[config.mk]
export PLATFORM = sky130hd
export DESIGN_NAME = vga_text_ram_arbiter
export DESIGN_NICKNAME = d
export VERILOG_FILES = /design/src/rtl/vga_text_pkg.sv /design/src/rtl/vga_cell_addr.sv /design/src/rtl/vga_text_ram_arbiter.sv
export SDC_FILE = /design/constraint.sdc
export NUM_CORES = 1
export LEC_CHECK = 0
export CAP_MARGIN = 0
export CORE_MARGIN = 3
export CORE_UTILIZATION = 45
export CTS_BUF_LIST = sky130_fd_sc_hd__clkbuf_16
export CTS_CLUSTER_DIAMETER = 50
export DETAILED_ROUTE_END_ITERATION = 8
export PLACE_DENSITY = 0.79
export RECOVER_POWER = 25
export SLEW_MARGIN = 20
export SYNTH_ARGS = -nofsm -noshare
export SYNTH_HDL_FRONTEND = slang
export SYNTH_SLANG_ARGS = --single-unit
[constraint.sdc]
create_clock -name clk -period 2.8 [get_ports clk]
set_input_delay 0.56 -clock clk [delete_from_list [all_inputs] [get_ports clk]]
set_output_delay 0.56 -clock clk [all_outputs]
set_load 0.1 [all_outputs]
[src/rtl/vga_text_pkg.sv]
// vga_text_pkg: shared geometry constants and enums for the text-screen RAM arbiter.
package vga_text_pkg;
    localparam int COLS   = 80;
    localparam int ROWS   = 30;
    localparam int CELLS  = COLS * ROWS;
    localparam int ADDR_W = 12;
    localparam int DATA_W = 7;

    typedef enum logic {IDLE, FILL} state_t;
    typedef enum logic [1:0] {SRC_NONE, SRC_DISP, SRC_FILL, SRC_HOST} src_t;
endpackage

[src/rtl/vga_cell_addr.sv]
// vga_cell_addr: linear cell address row*COLS+col, shift-add when COLS is 80.
module vga_cell_addr
    import vga_text_pkg::*;
#(
    parameter int COLS   = vga_text_pkg::COLS,
    parameter int ADDR_W = vga_text_pkg::ADDR_W
) (
    input  logic [4:0]        row,
    input  logic [6:0]        col,
    output logic [ADDR_W-1:0] addr
);
    generate
        if (COLS == 80) begin : g_shift_add
            assign addr = (ADDR_W'(row) << 6) + (ADDR_W'(row) << 4) + ADDR_W'(col);
        end else begin : g_mul
            assign addr = ADDR_W'(row) * ADDR_W'(COLS) + ADDR_W'(col);
        end
    endgenerate
endmodule

[src/rtl/vga_text_ram_arbiter.sv]
// vga_text_ram_arbiter: shares one character RAM between display fetch, fill engine and host writes.
module vga_text_ram_arbiter
    import vga_text_pkg::*;
#(
    parameter int COLS   = vga_text_pkg::COLS,
    parameter int ROWS   = vga_text_pkg::ROWS,
    parameter int ADDR_W = vga_text_pkg::ADDR_W,
    parameter int DATA_W = vga_text_pkg::DATA_W
) (
    input  logic              clk,
    input  logic              reset,
    input  logic              pix_tick,
    input  logic              video_on,
    input  logic [9:0]        pixel_x,
    input  logic [8:0]        pixel_y,
    output logic [DATA_W-1:0] char_code,
    output logic              char_valid,
    input  logic              wr_valid,
    output logic              wr_ready,
    input  logic [6:0]        wr_col,
    input  logic [4:0]        wr_row,
    input  logic [DATA_W-1:0] wr_char,
    output logic              wr_drop,
    input  logic              fill_start,
    input  logic [DATA_W-1:0] fill_char,
    output logic              fill_busy,
    output logic              fill_done,
    output logic              ram_en,
    output logic              ram_we,
    output logic [ADDR_W-1:0] ram_addr,
    output logic [DATA_W-1:0] ram_wdata,
    input  logic [DATA_W-1:0] ram_rdata
);
    localparam int NCELLS = COLS * ROWS;

    state_t            state;
    src_t              src;
    logic [ADDR_W-1:0] cnt, disp_addr, host_addr;
    logic [DATA_W-1:0] fill_val;
    logic              disp_req, host_ok, hs, last, rd1, rd2;
    logic              unused_ok;

    assign unused_ok = ^pixel_y[3:0];
    assign disp_req  = pix_tick & video_on & (pixel_x[2:0] == 3'd0);
    assign wr_ready  = (state == IDLE) & !disp_req & !fill_start;
    assign hs        = wr_valid & wr_ready;
    assign host_ok   = (32'(wr_col) < COLS) && (32'(wr_row) < ROWS);
    assign last      = (cnt == ADDR_W'(NCELLS - 1));
    assign fill_busy = (state == FILL);

    vga_cell_addr #(.COLS(COLS), .ADDR_W(ADDR_W)) u_disp_addr (
        .row (pixel_y[8:4]),
        .col (pixel_x[9:3]),
        .addr(disp_addr)
    );

    vga_cell_addr #(.COLS(COLS), .ADDR_W(ADDR_W)) u_host_addr (
        .row (wr_row),
        .col (wr_col),
        .addr(host_addr)
    );

    // Display fetch has fixed timing, so it always wins; fill starves the host
    always_comb begin
        src = disp_req ? SRC_DISP :
              (state == FILL) ? SRC_FILL :
              (hs & host_ok) ? SRC_HOST : SRC_NONE;
    end

    always_ff @(posedge clk) begin
        if (reset) begin
            state      <= IDLE;
            cnt        <= '0;
            fill_val   <= '0;
            ram_en     <= 1'b0;
            ram_we     <= 1'b0;
            ram_addr   <= '0;
            ram_wdata  <= '0;
            rd1        <= 1'b0;
            rd2        <= 1'b0;
            char_code  <= '0;
            char_valid <= 1'b0;
            wr_drop    <= 1'b0;
            fill_done  <= 1'b0;
        end else begin
            ram_en     <= (src != SRC_NONE);
            ram_we     <= (src == SRC_FILL) || (src == SRC_HOST);
            ram_addr   <= (src == SRC_DISP) ? disp_addr :
                          (src == SRC_FILL) ? cnt :
                          (src == SRC_HOST) ? host_addr : '0;
            ram_wdata  <= (src == SRC_FILL) ? fill_val :
                          (src == SRC_HOST) ? wr_char : '0;
            // rd1: read on RAM pins, rd2: rdata valid, then capture
            rd1        <= (src == SRC_DISP);
            rd2        <= rd1;
            char_valid <= rd2;
            if (rd2)
                char_code <= ram_rdata;
            wr_drop    <= hs & !host_ok;
            fill_done  <= (src == SRC_FILL) && last;
            if (state == IDLE && fill_start) begin
                state    <= FILL;
                cnt      <= '0;
                fill_val <= fill_char;
            end else if (src == SRC_FILL) begin
                cnt <= last ? '0 : cnt + ADDR_W'(1);
                if (last)
                    state <= IDLE;
            end
        end
    end
endmodule

Word-level counts from Yosys, hierarchy flattened
Cells that the tools add are included.
{"block": "op_classes", "addsub": 5, "order_cmp": 2, "n_eq_ne": 4, "n_mux": 12, "n_bitwise": 8, "n_reduce_logical": 13}
{"cell": "$mux 12", "n": 4}
{"cell": "$add 11x9->12", "n": 2}
{"cell": "$add 12x7->12", "n": 2}
{"cell": "$mux 7", "n": 2}
{"cell": "$add 12x1->12 const B", "n": 1}
{"cell": "$eq 12x12->1 const B", "n": 1}
{"cell": "$and 1x1->1", "n": 7}
{"cell": "$lt 7x7->1 const B", "n": 1}
{"cell": "$mux 2", "n": 3}
{"cell": "$reduce_bool 2->1", "n": 3}
{"cell": "$lt 5x5->1 const B", "n": 1}
{"cell": "$eq 2x2->1 const B", "n": 2}
{"cell": "$logic_and 1x1->1", "n": 3}
{"cell": "$logic_not 1->1", "n": 3}
{"cell": "$logic_not 3->1", "n": 1}
{"cell": "$mux 1", "n": 3}
{"cell": "$eq 2x1->1 const B", "n": 1}
{"cell": "$reduce_and 2->1", "n": 1}
{"cell": "$reduce_or 2->1", "n": 1}
{"cell": "$logic_or 1x1->1", "n": 1}
{"cell": "$not 1->1", "n": 1}
{"block": "totals", "ff_bits": 53, "input_bits": 58, "output_inout_bits": 33, "word_cells": 57}

Depth between registers and ports, before layout
{"block": "logic_depth", "depth_word": 14, "mapped_depth": 9, "mapped_depth_nobuf": 9}

By module
Synthesis repeated with hierarchy kept, for this count alone.
{"block": "unflattened", "cells_unflattened": 302, "area_unflattened_um2": 2829.0}
{"mod": "vga_text_ram_arbiter", "instances": 1, "cells_each": 222, "area_per_inst_um2": 2168.3, "seq_area_each_um2": 1061.0}
{"mod": "vga_cell_addr", "instances": 2, "cells_each": 40, "area_per_inst_um2": 330.3, "seq_area_each_um2": 0.0}

Worst setup path after synthesis
OpenSTA, ideal clock, no wires.
{"block": "synth_path", "kind": "reg-to-output", "from": "reg state, in the netlist fill_busy", "to": "out wr_ready", "t_arrival_ps": 3250, "t_required_ps": 2240, "setup_slack_ps": -1010, "path_stages_with_launch": 4, "n_path_buf": 2, "cell_sequence": "dfxtp_1 > buf_2 > clkbuf_1 > nor3_1"}
{"block": "synth_via", "elab_chain_cells": 3}
{"element": "start: declaration", "line": "vga_text_ram_arbiter.sv:36", "rtl": "state_t state;"}
{"element": "start signal: assignment", "line": "vga_text_ram_arbiter.sv:72", "rtl": "state <= IDLE;"}
{"element": "start signal: assignment", "line": "vga_text_ram_arbiter.sv:102", "rtl": "state <= FILL;"}
{"element": "start signal: assignment", "line": "vga_text_ram_arbiter.sv:108", "rtl": "state <= IDLE;"}
{"element": "$not 1->1", "line": "vga_text_ram_arbiter.sv:45", "rtl": "assign wr_ready = (state == IDLE) & !disp_req & !fill_start;"}
{"element": "$and 1x1->1 (2 in series)", "line": "vga_text_ram_arbiter.sv:45"}
{"element": "end: declaration", "line": "vga_text_ram_arbiter.sv:19", "rtl": "output logic wr_ready,"}
Every way passes these cells.

Worst setup path after layout
{"block": "layout_path", "from": "in wr_col[6]", "to": "reg ram_addr[8]"}
{"block": "layout_via", "elab_chain_cells": 10, "word_cells_on_any_way": 13, "classes_between": "1 x add/sub; 1 x order compare; 3 x eq/ne; 6 x mux; 1 x bitwise; 1 x reduce/logical"}
{"element": "start: declaration", "line": "vga_text_ram_arbiter.sv:20", "rtl": "input logic [6:0] wr_col,"}
{"element": "$lt 7x7->1", "line": "vga_text_ram_arbiter.sv:47", "rtl": "assign host_ok = (32'(wr_col) < COLS) && (32'(wr_row) < ROWS);"}
{"element": "$logic_and 1x1->1", "line": "vga_text_ram_arbiter.sv:47"}
{"element": "$and 1x1->1", "line": "vga_text_ram_arbiter.sv:67", "rtl": "(hs & host_ok) ? SRC_HOST : SRC_NONE;"}
{"element": "$mux 2", "line": "vga_text_ram_arbiter.sv:67"}
{"element": "$mux 2", "line": "vga_text_ram_arbiter.sv:66", "rtl": "(state == FILL) ? SRC_FILL :"}
{"element": "$mux 2", "line": "vga_text_ram_arbiter.sv:65", "rtl": "src = disp_req ? SRC_DISP :"}
{"element": "$eq 2x2->1", "line": "vga_text_ram_arbiter.sv:90", "rtl": "(src == SRC_HOST) ? host_addr : '0;"}
{"element": "$mux 12", "line": "vga_text_ram_arbiter.sv:90"}
{"element": "$mux 12", "line": "vga_text_ram_arbiter.sv:89", "rtl": "(src == SRC_FILL) ? cnt :"}
{"element": "$mux 12 (*)", "line": "vga_text_ram_arbiter.sv:88", "rtl": "ram_addr <= (src == SRC_DISP) ? disp_addr :"}
{"element": "end signal: assignment", "line": "vga_text_ram_arbiter.sv:88"}
{"element": "end: declaration", "line": "vga_text_ram_arbiter.sv:30", "rtl": "output logic [ADDR_W-1:0] ram_addr,"}
Mark *: on every way between the ends. The rest lies on a longest branch, timed or not.
A chain may end at the register's enable or synchronous reset.

==> key figures <==
Logic synthesis
  • Async set-or-reset flop fraction in the synthesized netlist: 0%
  • Post-Synthesis Cells: 279
  • Dominant cells by area after synthesis: dfxtp_1 40%, ha_1 8.9%, nor2_1 6.1%, mux2i_1 6.0%, xnor2_1 3.3%
  • Area leader, netlist: dfxtp_1
  • Post-synth top cells: 53 x dfxtp_1, 43 x nor2_1, 19 x ha_1, 16 x mux2i_1, 16 x nor3_1
  • Number of library cell types mapped by synthesis: 44
  • Mapped Avg Cell Area: 9.54 um2
  • Flops & latches, synth: 53
  • Post-Syn Area: 2660 um2
  • Syn_nets: 360
  • Count leader, synth: dfxtp_1
  • Post-synth EDFFs: 0
  • Most frequently used flop master after synthesis: dfxtp_1
  • Sequential element share of the synthesized area: 39.8%
  • Share of the synthesized area in the top cell type: 39.8%
  • YS warnings: 0

Timing
  • Final Max Slew Viols: 0
  • Final setup fails: 0
  • Fmax achieved: 0.375 GHz
  • Relative slew slack: 20.7%
  • Final Cycle Share: 95.2%
  • Clk_skew: 0.00572 ns
  • Final number of hold-violating endpoints: 0
  • RSZ-0062 raised after global routing: false
  • Worst-margin pin slew: 1.20 ns
  • Fin crit period: 2.66 ns

GRT
  • Total Routing Usage GR: 20.7%
  • Largest net degree at the start of global routing: 21
  • First-pass GRT wire length: 11,800 um
  • Gr ovfl total: 0
  • Initial antenna violation count: 0
  • Vias in the first global route: 2,406

Route
  • Routed Antenna Nets: 0
  • Initial DRC Count: 107
  • Pre-Repair DR Iteration Count: 5
  • DRC Markers: 0
  • Mean routed wirelength per cell: 15.8 um
  • Vias: 2,366
  • DRT Wirelength: 7050 um
  • Vias per std cell: 5.30

CTS
  • CTS Buffer Depth: 2
  • CTS tree: yes
  • # H-tree levels: 2
  • Clk Latency, worst-skew pair: 0.29 ns
  • CTS sink count: 53
  • Reg clk slew, reported paths: 0.07 ns
  • TritonCTS Buffers: 5
  • CTS Root Buffer Type: clkbuf_16
  • Hold buffers post-CTS: 0

Pwr
  • Final Power: 1.89 mW
  • Peak supply drop: 0.344 mV
  • Clock power share: 36.2%
  • PwrDens: 508 nW/um2
  • Internal Power: 1.37 mW
  • Switching share of power: 27.5%
  • Seq pwr share: 41.6%
  • Psw: 0.520 mW
  • Leakage: 1.48 nW
  • Combinational share of power: 22.2%

Min path
  • Min-Delay Path Class: reg -> reg

Place
  • Post-DP Area: 3600 um2
  • DP HPWL: 5330 um
  • PortBufs: 86
  • Final GP Congestion: 0.794

Final layout
  • Flip-flop and latch area: 1060 um2
  • Share of post-route cells with drive strength above 1: 14.7%
  • Multi-input logic area: 1510 um2
  • Total Nets Final: 454
  • Area growth syn-to-layout: 39.9%
  • Design Area, Final: 3730 um2
  • FILL cells: 461
  • Diodes inserted: 0

Setup path
  • Worst Path Required: 3.00 ns
  • CP arrival: 2.87 ns
  • Critical path launch point type: input pin
  • Crit. End Element: flop
  • WS Path Type: in -> reg
  • Worst-path fanout max: 2

Floorplanning
  • Starting Density: 47.5%
  • Core Region: 5610 um2
  • Die area: 6880 um2
  • Chip Height: 82.9 um
  • Row count: 27
  • Die Wd: 82.9 um
  • # IOs: 91

Flow run
  • Max cap viols: 0

Outcome
  • Status: finished clean
worst max-delay path, stage by stage:
cell and delay [ns]:
clkdlybuf4s50_1 0.48, inv_1 0.07, fa_1 0.54, inv_1 0.07, ha_1 0.31, a21o_1 0.18
a21oi_1 0.16, xnor2_1 0.14, a22oi_1 0.10, a211oi_2 0.27
state kept, by name (all words and copies together), names as in the netlist:
| name | cells |
|---|---|
| ram_wdata | 7 |
| ram_we | 1 |
| cnt | 12 |
| char_valid | 1 |
| fill_busy | 1 |
| char_code | 7 |
| fill_done | 1 |
| wr_drop | 1 |
| fill_val | 7 |
| rd1 | 1 |
| ram_en | 1 |
| ram_addr | 12 |
| rd2 | 1 |
cell usage in the layout, fill, tap and decap left out, types with 2 or more instances in the layout:
cell type,instances
nor2b_1,5
nor2_1,43
xor2_1,5
a22oi_1,10
nand4_1,5
clkbuf_1,15
clkdlybuf4s50_1,50
a211oi_1,3
clkbuf_16,5
o21ai_0,4
dfxtp_1,53
fa_1,3
buf_4,32
nor4_1,2
o21a_1,2
ha_1,19
or2_2,2
xnor2_1,10
a31oi_1,4
a21oi_1,6
nand2_1,7
nor2_2,2
nor3_1,15
a221oi_1,7
a21o_1,4
nand3_1,6
dlymetal6s2s_1,2
mux2i_1,16
inv_1,12
nor3b_1,2
o211ai_1,2
final timing paths:
path                                 from            to  slack, ns  depth (start not counted)
worst min register to register        rd1           rd2       0.44                          1
worst max-delay path            wr_col[6]   ram_addr[8]       0.14                         10
worst min-delay path                  rd1           rd2       0.44                          1
worst max register to register  fill_busy  ram_addr[11]       0.94                          5
per-layer routing:
metal	vias to the layer above	routed length, um	GRT usage (%)	part of all wire (%)
met5	-	0	0	0
met4	0	183	8.32	2.6
met3	14	311	2.98	4.4
met2	68	3590	34.6	51
met1	1105	2960	26.9	42
li1	1179	-	-	-
logic make-up after synthesis:
group | count (synthesis) | synth area share [%]
and+or+nand+nor | 98 | 19.2
DFF | 53 | 39.8
AOI/OAI and AO/OA | 49 | 13.9
buffers and inverters | 25 | 4.14
adders and majority gates | 23 | 11.9
muxes | 16 | 6.01
xor gates and xnor gates | 15 | 4.93
power by group through the flow:
stage | Combinational, mW | Sequential (mW) | Clock, mW
floorplan | 0.175 | 0.887 | 0
global placement | 0.416 | 0.803 | 0
detailed placement | 0.423 | 0.804 | 0
CTS | 0.425 | 0.787 | 0.694
global route | 0.457 | 0.788 | 0.728
finish | 0.420 | 0.787 | 0.685
cell type report:
class                   instances  area share (%)
well taps                      72            2.42
repair buffers                101            22.9
flip-flops and latches         53            28.5
multi-input cells             201            40.6
clock buffers                   5            3.36
inverters                      11            1.11
clock inverters                 3            1.14
repair_timing:
item / CTS / global route
resized for setup: 0 / 5
endpoints found under the setup margin: 0 / 3
buffers inserted: 0 / 0
per-stage QoR:
step | TNS (ns) | hold WS [ns] | setup WS (ns) | util, % | instances
final | 0 | 0.439 | 0.135 | 66.4 | 446
after global routing | 0 | 0.465 | 0.00905 | 66.4 | 446
after CTS | 0 | 0.442 | 0.0385 | 67.2 | 446
after detailed placement | -0.857 | 0.429 | -0.248 | 64.2 | 438
after global placement | -0.661 | 0.422 | -0.189 | 64.2 | 438
after floorplan | 0 | 0.414 | 0.233 | - | 279
(Power assumes the default switching activity.)
